[src/rtl/sha3_pkg.sv]
// -----------------------------------------------------------------------------
// sha3_pkg
// Shared definitions for the SHA-3 padding / lane feeder:
//   STATE_LANES        - lanes per Keccak state (fixed at 25)
//   RATE_LANES_DEFAULT - default rate in lanes (17 = SHA3-256)
//   PAD_SHA3/PAD_SHAKE - domain-separation pad bytes
//   PAD_END            - final-bit marker OR'd into the last rate byte
//   feed_state_e       - feeder FSM states
//   lane_x/lane_y      - lane index k -> Keccak (x, y) coordinates
// -----------------------------------------------------------------------------
package sha3_pkg;

    localparam int STATE_LANES        = 25;
    localparam int RATE_LANES_DEFAULT = 17;

    localparam logic [7:0] PAD_SHA3  = 8'h06;
    localparam logic [7:0] PAD_SHAKE = 8'h1F;
    localparam logic [7:0] PAD_END   = 8'h80;

    typedef enum logic [1:0] {
        FILL = 2'd0,
        PAD  = 2'd1,
        CAP  = 2'd2
    } feed_state_e;

    // Lanes leave in x-fastest order: k = x + 5*y.
    function automatic logic [2:0] lane_x(input logic [4:0] k);
        return 3'(k % 5'd5);
    endfunction

    function automatic logic [2:0] lane_y(input logic [4:0] k);
        return 3'(k / 5'd5);
    endfunction

endpackage

[src/rtl/lane_packer.sv]
// -----------------------------------------------------------------------------
// lane_packer
// Collects message bytes into one 64-bit little-endian lane.
// Ports:
//   clk, rst     - clock, asynchronous active-high reset (byte counter only)
//   acc_i        - a message byte is accepted this cycle
//   clr_i        - restart the lane (byte counter back to 0)
//   din_i        - message byte
//   bi_o         - index of the next byte position in the lane
//   lane_o       - bytes collected so far (only bytes below bi_o are valid)
//   merged_o     - collected bytes with din_i inserted at position bi_o
//   full_o       - the accepted byte completes the lane (merged_o is whole)
// -----------------------------------------------------------------------------
module lane_packer
    import sha3_pkg::*;
(
    input  logic        clk,
    input  logic        rst,
    input  logic        acc_i,
    input  logic        clr_i,
    input  logic [7:0]  din_i,
    output logic [2:0]  bi_o,
    output logic [63:0] lane_o,
    output logic [63:0] merged_o,
    output logic        full_o
);

    logic [2:0]  bi_q;
    logic [63:0] lane_q;

    // The counter wraps 7 -> 0 on its own when a lane completes.
    always_ff @(posedge clk or posedge rst) begin
        if (rst) begin
            bi_q <= 3'd0;
        end else if (clr_i) begin
            bi_q <= 3'd0;
        end else if (acc_i) begin
            bi_q <= bi_q + 3'd1;
        end
    end

    // Lane bytes need no reset: only positions below bi_q are ever consumed.
    always_ff @(posedge clk) begin
        if (acc_i) begin
            lane_q[{bi_q, 3'b000} +: 8] <= din_i;
        end
    end

    always_comb begin
        merged_o                       = lane_q;
        merged_o[{bi_q, 3'b000} +: 8]  = din_i;
    end

    assign full_o = acc_i && (bi_q == 3'd7);
    assign bi_o   = bi_q;
    assign lane_o = lane_q;

endmodule

[src/rtl/sha3_pad_lane_feeder.sv]
// -----------------------------------------------------------------------------
// sha3_pad_lane_feeder
// Packs a byte-serial message into 64-bit little-endian lanes, appends SHA-3
// multi-rate padding, zero-fills the capacity lanes and emits whole 25-lane
// blocks (lane k -> x = k%5, y = k/5) to the Keccak permutation.
// Build option: define SHAKE_PAD_EN for the SHAKE domain byte (0x1F) instead
// of the SHA-3 hash byte (0x06).
// Ports:
//   clk, rst  - clock, asynchronous active-high reset
//   pushin    - input byte valid          stopin  - backpressure to source
//   lastin    - final message byte        din     - message byte
//   pushout   - lane valid                stopout - backpressure from sink
//   firstout  - lane 0 of every block     lastout - lane 24 of final block
//   dout      - lane data
// -----------------------------------------------------------------------------
module sha3_pad_lane_feeder
    import sha3_pkg::*;
#(
    parameter int RATE_LANES = RATE_LANES_DEFAULT
) (
    input  logic        clk,
    input  logic        rst,
    input  logic        pushin,
    output logic        stopin,
    input  logic        lastin,
    input  logic [7:0]  din,
    output logic        pushout,
    input  logic        stopout,
    output logic        firstout,
    output logic        lastout,
    output logic [63:0] dout
);

    localparam logic [4:0] RATE_L = 5'(RATE_LANES);
    localparam logic [4:0] LAST_L = 5'(STATE_LANES - 1);

`ifdef SHAKE_PAD_EN
    localparam logic [7:0] PAD_DS = PAD_SHAKE;
`else
    localparam logic [7:0] PAD_DS = PAD_SHA3;
`endif

    feed_state_e state_q, state_d;
    logic [4:0]  li_q, li_d;
    logic        ds_pend_q, ds_pend_d;   // domain byte still to be placed
    logic        pad_blk_q, pad_blk_d;   // current block carries the pad

    logic        pushout_q, firstout_q, lastout_q;
    logic [63:0] dout_q;

    logic        byte_acc, out_xfer, out_free;
    logic        load, first_v, last_v, pk_clr;
    logic [63:0] lane_val, pad_lane;

    logic [2:0]  pk_bi;
    logic [63:0] pk_lane, pk_merged;
    logic        pk_full;

    assign out_xfer = pushout_q && !stopout;
    assign out_free = !pushout_q || !stopout;
    assign stopin   = (pushout_q && stopout) || (state_q != FILL);
    assign byte_acc = pushin && !stopin;

    lane_packer u_packer (
        .clk      (clk),
        .rst      (rst),
        .acc_i    (byte_acc),
        .clr_i    (pk_clr),
        .din_i    (din),
        .bi_o     (pk_bi),
        .lane_o   (pk_lane),
        .merged_o (pk_merged),
        .full_o   (pk_full)
    );

    // Pad lane: message bytes below bi kept, domain byte at bi (first pad lane
    // only), zeros above; the last rate lane also gets the end marker, which
    // merges with the domain byte when both land on byte 7.
    always_comb begin
        pad_lane = '0;
        for (int j = 0; j < 8; j++) begin
            if (3'(j) < pk_bi) begin
                pad_lane[8*j +: 8] = pk_lane[8*j +: 8];
            end else if ((3'(j) == pk_bi) && ds_pend_q) begin
                pad_lane[8*j +: 8] = PAD_DS;
            end
        end
        if (li_q == RATE_L - 5'd1) begin
            pad_lane[63:56] = pad_lane[63:56] | PAD_END;
        end
    end

    // State register
    always_ff @(posedge clk or posedge rst) begin
        if (rst) begin
            state_q   <= FILL;
            li_q      <= 5'd0;
            ds_pend_q <= 1'b0;
            pad_blk_q <= 1'b0;
        end else begin
            state_q   <= state_d;
            li_q      <= li_d;
            ds_pend_q <= ds_pend_d;
            pad_blk_q <= pad_blk_d;
        end
    end

    // Next-state logic
    always_comb begin
        state_d   = state_q;
        li_d      = li_q;
        ds_pend_d = ds_pend_q;
        pad_blk_d = pad_blk_q;
        case (state_q)
            FILL: begin
                if (byte_acc && lastin) begin
                    ds_pend_d = 1'b1;
                end
                if (pk_full) begin
                    li_d = li_q + 5'd1;
                end
                // A message ending exactly on the rate boundary still has to
                // finish this block through CAP; its pad follows in a new block.
                if (pk_full && (li_q + 5'd1 == RATE_L)) begin
                    state_d = CAP;
                end else if (byte_acc && lastin) begin
                    state_d = PAD;
                end
            end
            PAD: begin
                if (out_free) begin
                    ds_pend_d = 1'b0;
                    pad_blk_d = 1'b1;
                    li_d      = li_q + 5'd1;
                    if (li_q + 5'd1 == RATE_L) begin
                        state_d = CAP;
                    end
                end
            end
            CAP: begin
                if (out_free) begin
                    if (li_q == LAST_L) begin
                        li_d      = 5'd0;
                        pad_blk_d = 1'b0;
                        state_d   = ds_pend_q ? PAD : FILL;
                    end else begin
                        li_d = li_q + 5'd1;
                    end
                end
            end
            default: begin
                state_d = FILL;
            end
        endcase
    end

    // Output logic: lane build for the output register
    always_comb begin
        load     = 1'b0;
        lane_val = '0;
        pk_clr   = 1'b0;
        case (state_q)
            FILL: begin
                // stopin guarantees the output register is free when a byte
                // is accepted, so a completed lane can always be loaded.
                load     = pk_full;
                lane_val = pk_merged;
            end
            PAD: begin
                load     = out_free;
                lane_val = pad_lane;
                pk_clr   = out_free;
            end
            CAP: begin
                load     = out_free;
            end
            default: begin
                load     = 1'b0;
            end
        endcase
        first_v = (li_q == 5'd0);
        last_v  = (state_q == CAP) && (li_q == LAST_L) && pad_blk_q;
    end

    // Single-entry output register
    always_ff @(posedge clk or posedge rst) begin
        if (rst) begin
            pushout_q  <= 1'b0;
            firstout_q <= 1'b0;
            lastout_q  <= 1'b0;
            dout_q     <= '0;
        end else if (load) begin
            pushout_q  <= 1'b1;
            firstout_q <= first_v;
            lastout_q  <= last_v;
            dout_q     <= lane_val;
        end else if (out_xfer) begin
            pushout_q  <= 1'b0;
            firstout_q <= 1'b0;
            lastout_q  <= 1'b0;
        end
    end

    assign pushout  = pushout_q;
    assign firstout = firstout_q;
    assign lastout  = lastout_q;
    assign dout     = dout_q;

endmodule

[config.mk]
export PLATFORM = sky130hd
export DESIGN_NAME = sha3_pad_lane_feeder
export DESIGN_NICKNAME = d
export VERILOG_FILES = /design/src/rtl/sha3_pkg.sv /design/src/rtl/lane_packer.sv /design/src/rtl/sha3_pad_lane_feeder.sv
export SDC_FILE = /design/constraint.sdc
export NUM_CORES = 1
export LEC_CHECK = 0
export BUFFER_PORTS_ARGS = -buffer_cell sky130_fd_sc_hd__buf_4
export CELL_PAD_IN_SITES_DETAIL_PLACEMENT = 0
export CELL_PAD_IN_SITES_GLOBAL_PLACEMENT = 1
export CORE_MARGIN = 2
export CORE_UTILIZATION = 35
export CTS_BUF_LIST = sky130_fd_sc_hd__clkbuf_16
export DETAILED_ROUTE_END_ITERATION = 12
export HOLD_SLACK_MARGIN = 0.1
export PLACE_DENSITY_LB_ADDON = 0.3
export RECOVER_POWER = 50
export SETUP_SLACK_MARGIN = 0.1
export SLEW_MARGIN = 40
export SYNTH_ARGS = -nofsm -noshare
export SYNTH_HDL_FRONTEND = slang
export SYNTH_SLANG_ARGS = --single-unit
[constraint.sdc]
create_clock -name clk -period 6.67 [get_ports clk]
set_input_delay 0.667 -clock clk [delete_from_list [all_inputs] [get_ports clk]]
set_output_delay 0.667 -clock clk [all_outputs]
set_load 0.02 [all_outputs]
-- Yosys cells after proc, flatten, opt, wreduce, memory -nomap -nowiden
Cells that the tools add are included.
- bits in registers: 143
- output and inout port bits: 68
- add/sub/neg operators: 3
- magnitude comparators: 8
- equality and inequality tests: 20
- shift-type cells: 2
- multiplexer cells: 47
- reductions and logical operators: 35
- operators by type and width (cell ; number):
    64-bit one-hot mux with 2 select lines ; 1
    8-bit 2-to-1 mux ; 9
    64-bit bitwise mux ; 1
    8-bit by 8-bit variable shift with 64-bit output, first input constant ; 1
    8-bit by 8-bit variable part select with 64-bit output ; 1
    3-bit 2-to-1 mux ; 10
    5-bit 2-to-1 mux ; 4
    1-bit logical AND ; 16
    5-bit equality test, second input constant ; 3
    5-bit one-hot mux with 3 select lines ; 1
    3-bit equality test, first input constant ; 4
    3-bit less-than comparator, first input constant ; 4
    2-bit 2-to-1 mux ; 6
    2-bit != test, second input constant ; 6
    1-bit 2-to-1 mux ; 11
    2-bit nonzero test ; 5
    6-bit negation with 8-bit output ; 1
    4-bit AND reduction ; 2
    2-bit by 3-bit equality test with 1-bit output, first input constant ; 2
    1-bit by 3-bit less-than comparator with 1-bit output, first input constant ; 2
    2-bit by 3-bit less-than comparator with 1-bit output, first input constant ; 2
    1-bit one-hot mux with 2 select lines ; 3
    2-bit one-hot mux with 3 select lines ; 1
    5-bit by 1-bit adder with 5-bit output, second input constant ; 1
    15 further kinds ; 18

-- Longest topological paths before layout
- word-level depth: 8
- depth in mapped cells: 11
- mapped depth without buffers: 9

-- Hierarchy
From an unflattened synthesis, not the netlist that was laid out.
- cell total of the unflattened synthesis: 610
- area, all modules: 6812.8 um^2
- by module, submodules not included (module ; instances ; cells each ; area each (um^2) ; seq. area each (um^2)):
    sha3_pad_lane_feeder ; 1 ; 426 ; 3818.7 ; 1901.8
    lane_packer ; 1 ; 184 ; 2994.1 ; 1996.9

-- Worst setup path before layout
OpenSTA, ideal clock, no wires.
- path type: input-to-reg
- start: in stopout
- end: reg state_q[0]
- library setup time: 0.103 ns
- data arrival time: 3.476 ns
- setup slack: 3.091 ns
- cell stages on the path: 6
- buffers on the path: 2
- path through: nand2_1 > buf_2 > and3_1 > clkbuf_1 > a31oi_1 > o32ai_1
- cells in the longest elaborated chain, start to end: 8
- elaborated cells between the ends (all ways): 15
- classes of those cells: eq/ne (3); mux (2); reduce/logical (10)
- ends and longest elaborated chain (item ; RTL line ; RTL):
    start: declaration ; sha3_pad_lane_feeder.sv:28 ; input logic stopout,
    1-bit logical AND * ; sha3_pad_lane_feeder.sv:61 ; assign stopin = (pushout_q && stopout) || (state_q != FILL);
    1-bit logical OR * ; sha3_pad_lane_feeder.sv:61 ;
    1-bit zero test * ; sha3_pad_lane_feeder.sv:62 ; assign byte_acc = pushin && !stopin;
    1-bit logical AND * ; sha3_pad_lane_feeder.sv:62 ;
    via byte_acc ; sha3_pad_lane_feeder.sv:51 ; logic byte_acc, out_xfer, out_free;
    1-bit logical AND ; lane_packer.sv:54 ; assign full_o = acc_i && (bi_q == 3'd7);
    1-bit logical AND ; sha3_pad_lane_feeder.sv:124 ; if (pk_full && (li_q + 5'd1 == RATE_L)) begin
    3-bit != test (no source line) / 2-bit 2-to-1 mux (equally long branches) ; - ;
    5-bit AND reduction (no source line) / 2-bit one-hot mux with 3 select lines (equally long branches) ; - ;
    end signal: assignment ; sha3_pad_lane_feeder.sv:101 ; state_q <= state_d;
    end: declaration ; sha3_pad_lane_feeder.sv:43 ; feed_state_e state_q, state_d;
Mark *: on every way through the listed nets, which the timed path passes. The rest lies on a longest branch.
A chain may end at the register's enable or synchronous reset.

-- Worst setup path after layout
- start: reg pushout_q (netlist: pushout)
- end: reg u_packer.bi_q[1] (netlist: u_packer.bi_o[1])
- cells in the longest elaborated chain, start to end: 5
- elaborated cells between the ends (all ways): 9
- classes of those cells: mux (2); reduce/logical (7)
- ends and longest elaborated chain (item ; RTL line ; RTL):
    start: declaration ; sha3_pad_lane_feeder.sv:48 ; logic pushout_q, firstout_q, lastout_q;
    start signal: assignment ; sha3_pad_lane_feeder.sv:188 ; pushout_q <= 1'b0;
    start signal: assignment ; sha3_pad_lane_feeder.sv:193 ; pushout_q <= 1'b1;
    start signal: assignment ; sha3_pad_lane_feeder.sv:198 ; pushout_q <= 1'b0;
    1-bit logical AND ; sha3_pad_lane_feeder.sv:61 ;
    1-bit logical OR ; sha3_pad_lane_feeder.sv:61 ;
    1-bit zero test ; sha3_pad_lane_feeder.sv:62 ;
    1-bit logical AND ; sha3_pad_lane_feeder.sv:62 ;
    2-bit nonzero test (no source line) ; - ;
    end signal: assignment ; lane_packer.sv:38 ; bi_q <= bi_q + 3'd1;
    end: declaration ; lane_packer.sv:28 ; logic [2:0] bi_q;
Parallel ways exist; a longest one is shown, timed or not.

==> metrics <==
Synth area leaders=dfrtp_1 28%, edfxtp_1 27%, nand2_1 8.9%; power per cell area=516 mW/mm2; grt total ovfl=0; register area share after synthesis=a little under three fifths; root buffer cell=clkbuf_16; IO Pins=~80; PostCTS Resize Cnt=0; Initial DRT Pass Iterations=6; combinational share of power=a little over two fifths; port bufs=80; CP cell instances=nand2_1, and3_1, clkbuf_1, a21oi_1, a21oi_1; global-route wire length before repair=between 20 and 30 mm; Site Rows=51; Avg Cell Area, Syn=about 10 um2; Fin. Hold Viols=0; area leader, netlist=dfrtp_1; post-detail-place hpwl=about 12 mm; nets=around 770; post-synthesis cell area=0.00701 mm2; CP required=7.00 ns; Syn Nets=707; Worst Hold Class=input port to async pin; dpl ws=between 3 and 4 ns; clock sinks=between 100 and 150; Netlist cell types=55; P_int=2420 uW; Post-CTS Setup Bufs=0; starting density of the core=35.8%; Routed Antenna Nets=0; core area=a little under 0.02 mm2; fraction of registers with async set/reset=55.2%; deepest clock path buffer count=2; MaxCap Viol Count=1; final setup margin=about 2.3 ns; DRC Markers=0; #FFs+latches synth=143; Synth Warn #=0; Tot GR Track Use=~17%; CP most frequent cell=a21oi_1; post-synthesis cell count=680; CTS buffer count=17; clk_lat worst skew=roughly 0.42 ns; 1st-iter DRT viols=450; status=complete, but fails checks; Worst-Margin Slew=between 2 and 3 ns; pin count of the biggest net entering global routing=130; Max Slew Vio Count=50; top cell type's share of synthesized area=between 20% and 30%; Die X-Extent=around 150 um; clk slew on worst S/H paths=0.06 ns; CP peak stage delay=2.06 ns; share of layout cells above drive strength 1=between 10% and 20%; Routed WL per cell=between 15 and 20 um; die area=0.0212 mm2; fillers=roughly 2000; drt total wl=17.8 mm; clk_skew=between 0.01 and 0.015 ns; Max FO, Critical Path=49; RSZ-0062 raised after global routing=false; initial antenna violation count=0; Critical Path Source Type=register; setup TNS=0 ns; H-Tree Depth=4; sequential share of power=about 35%; max_slew headroom=-87.0%; global placement routability congestion=between 0.8 and 0.9; Final Cycle Share=65.3%; vias in the first global route=between 5000 and 6000; hold slack=between 0.4 and 0.5 ns; switching share of total power=42.3%; synth-to-layout area growth=16.1%; Worst Path Arrival=roughly 4.7 ns; EDFF count, synth=between 60 and 70; predominant post-synthesis flop cell=dfrtp_1; Setup CP Type=register to register; CTS tree=done; Hold Buf Count CTS=0; clock share of power=approximately 23%; minimum period implied by the final worst setup slack=4.35 ns; Critical-path top delay cell=clkbuf_1; via count=roughly 5300; reported net switching power=roughly 1800 uW; failing checks=max-capacitance violations, max-slew violations; Die H=roughly 150 um; Crit. End Element=register; fmax=approximately 230 MHz; vias per cell=approximately 5.2; Pleak=0.00320 uW; Final Setup Violations=0; peak supply drop=between 200 and 300 uV; ant diodes=0
per-layer routing:
metal	vias up	share of wire [%]	GRT usage, %
li1	2585	-	-
met2	165	47	26.8
met4	0	1.3	5.25
met5	-	0	0
met1	2520	46	24.1
met3	20	6.2	4.01
worst paths after layout:
path,start,endpoint,slack (ns),cells after the start
min in group clk,dout[19],dout[19],0.48,2
max in group asynchronous,rst,u_packer.bi_o[2],5.72,3
min reg2reg,dout[19],dout[19],0.48,2
max,pushout,u_packer.bi_o[1],2.32,5
max reg2reg,pushout,u_packer.bi_o[1],2.32,5
min,rst,dout[61],0.48,3
sequential cells by signal, summed over array words and instances (netlist names):
signal and cells:
dout 64, ds_pend_q 1, firstout 1, lastout 1, li_q 5, pad_blk_q 1, pushout 1, state_q 2
u_packer.bi_o 3, u_packer.lane_o 64
cells in the final DEF (no fill, tap or decap), types with 4 or more instances in the layout:
cell,instances
clkbuf_1,68
a22oi_1,52
clkinv_2,4
and3_1,5
buf_4,14
ha_1,14
a22o_1,6
mux2_2,10
nand2_1,167
inv_1,12
edfxtp_1,64
o21ai_0,45
dfrtp_1,78
o21ai_2,23
a31oi_1,6
o21ai_1,59
and2_1,4
nand3_1,10
a21oi_1,16
nand4_1,4
a21o_1,4
clkbuf_16,18
nor2_1,15
cell families after synthesis:
| kind of cell | after synthesis | share of synthesized area [%] |
|---|---|---|
| compound gates | 228 | 21.0 |
| xor+xnor | 1 | 0.125 |
| fa+ha+maj | 14 | 2.50 |
| buf+inv | 55 | 3.78 |
| flops | 143 | 55.6 |
| mux | 11 | 1.75 |
| simple gates | 228 | 15.2 |
synth_stat cells (11+ instances only):
cell type,count
nand2_1,167
dfrtp_1,79
edfxtp_1,64
o21ai_1,59
a22oi_1,52
o21ai_0,46
o21ai_2,23
clkbuf_1,22
a21oi_1,16
nor2_1,15
ha_1,14
inv_1,11
critical path, delay by kind of cell (launching register included):
| kind | cells | cell delay [ns] |
|---|---|---|
| AOI/OAI and AO/OA | 2 | 0.42 |
| DFF | 1 | 0.40 |
| and+or+nand+nor | 2 | 1.35 |
| buffers and inverters | 1 | 2.06 |
power by group through the flow:
stage	registers [uW]	clock network [uW]	logic, uW
3_3_place_gp	1490	0	1840
3_5_place_dp	1500	0	1890
2_1_floorplan	1600	0	1220
4_1_cts	1490	987	1890
5_1_grt	1530	1030	1950
6_report	1480	966	1740
cell type report:
| class | count | area (um2) | area share [%] |
|---|---|---|---|
| tap | 265 | 332 | 4.08 |
| clock inverter | 14 | 150 | 1.85 |
| sequential | 143 | 3900 | 47.9 |
| multi-input combinational | 482 | 2860 | 35.2 |
| timing repair buffer | 85 | 395 | 4.86 |
| inverter | 12 | 46.3 | 0.569 |
| clock buffer | 18 | 450 | 5.54 |
stage by stage:
step                      util [%]  instance area [um2]  total power, uW  std cells
after floorplan                  -                 7010             2820        680
after CTS                     42.8                 8390             4360       1019
after global routing          41.5                 8140             4510       1019
after global placement        39.7                 7780             3330        987
final                         41.5                 8140             4200       1019
after detailed placement      39.8                 7790             3390        987
Note: power is estimated with default switching activity, not from simulation.
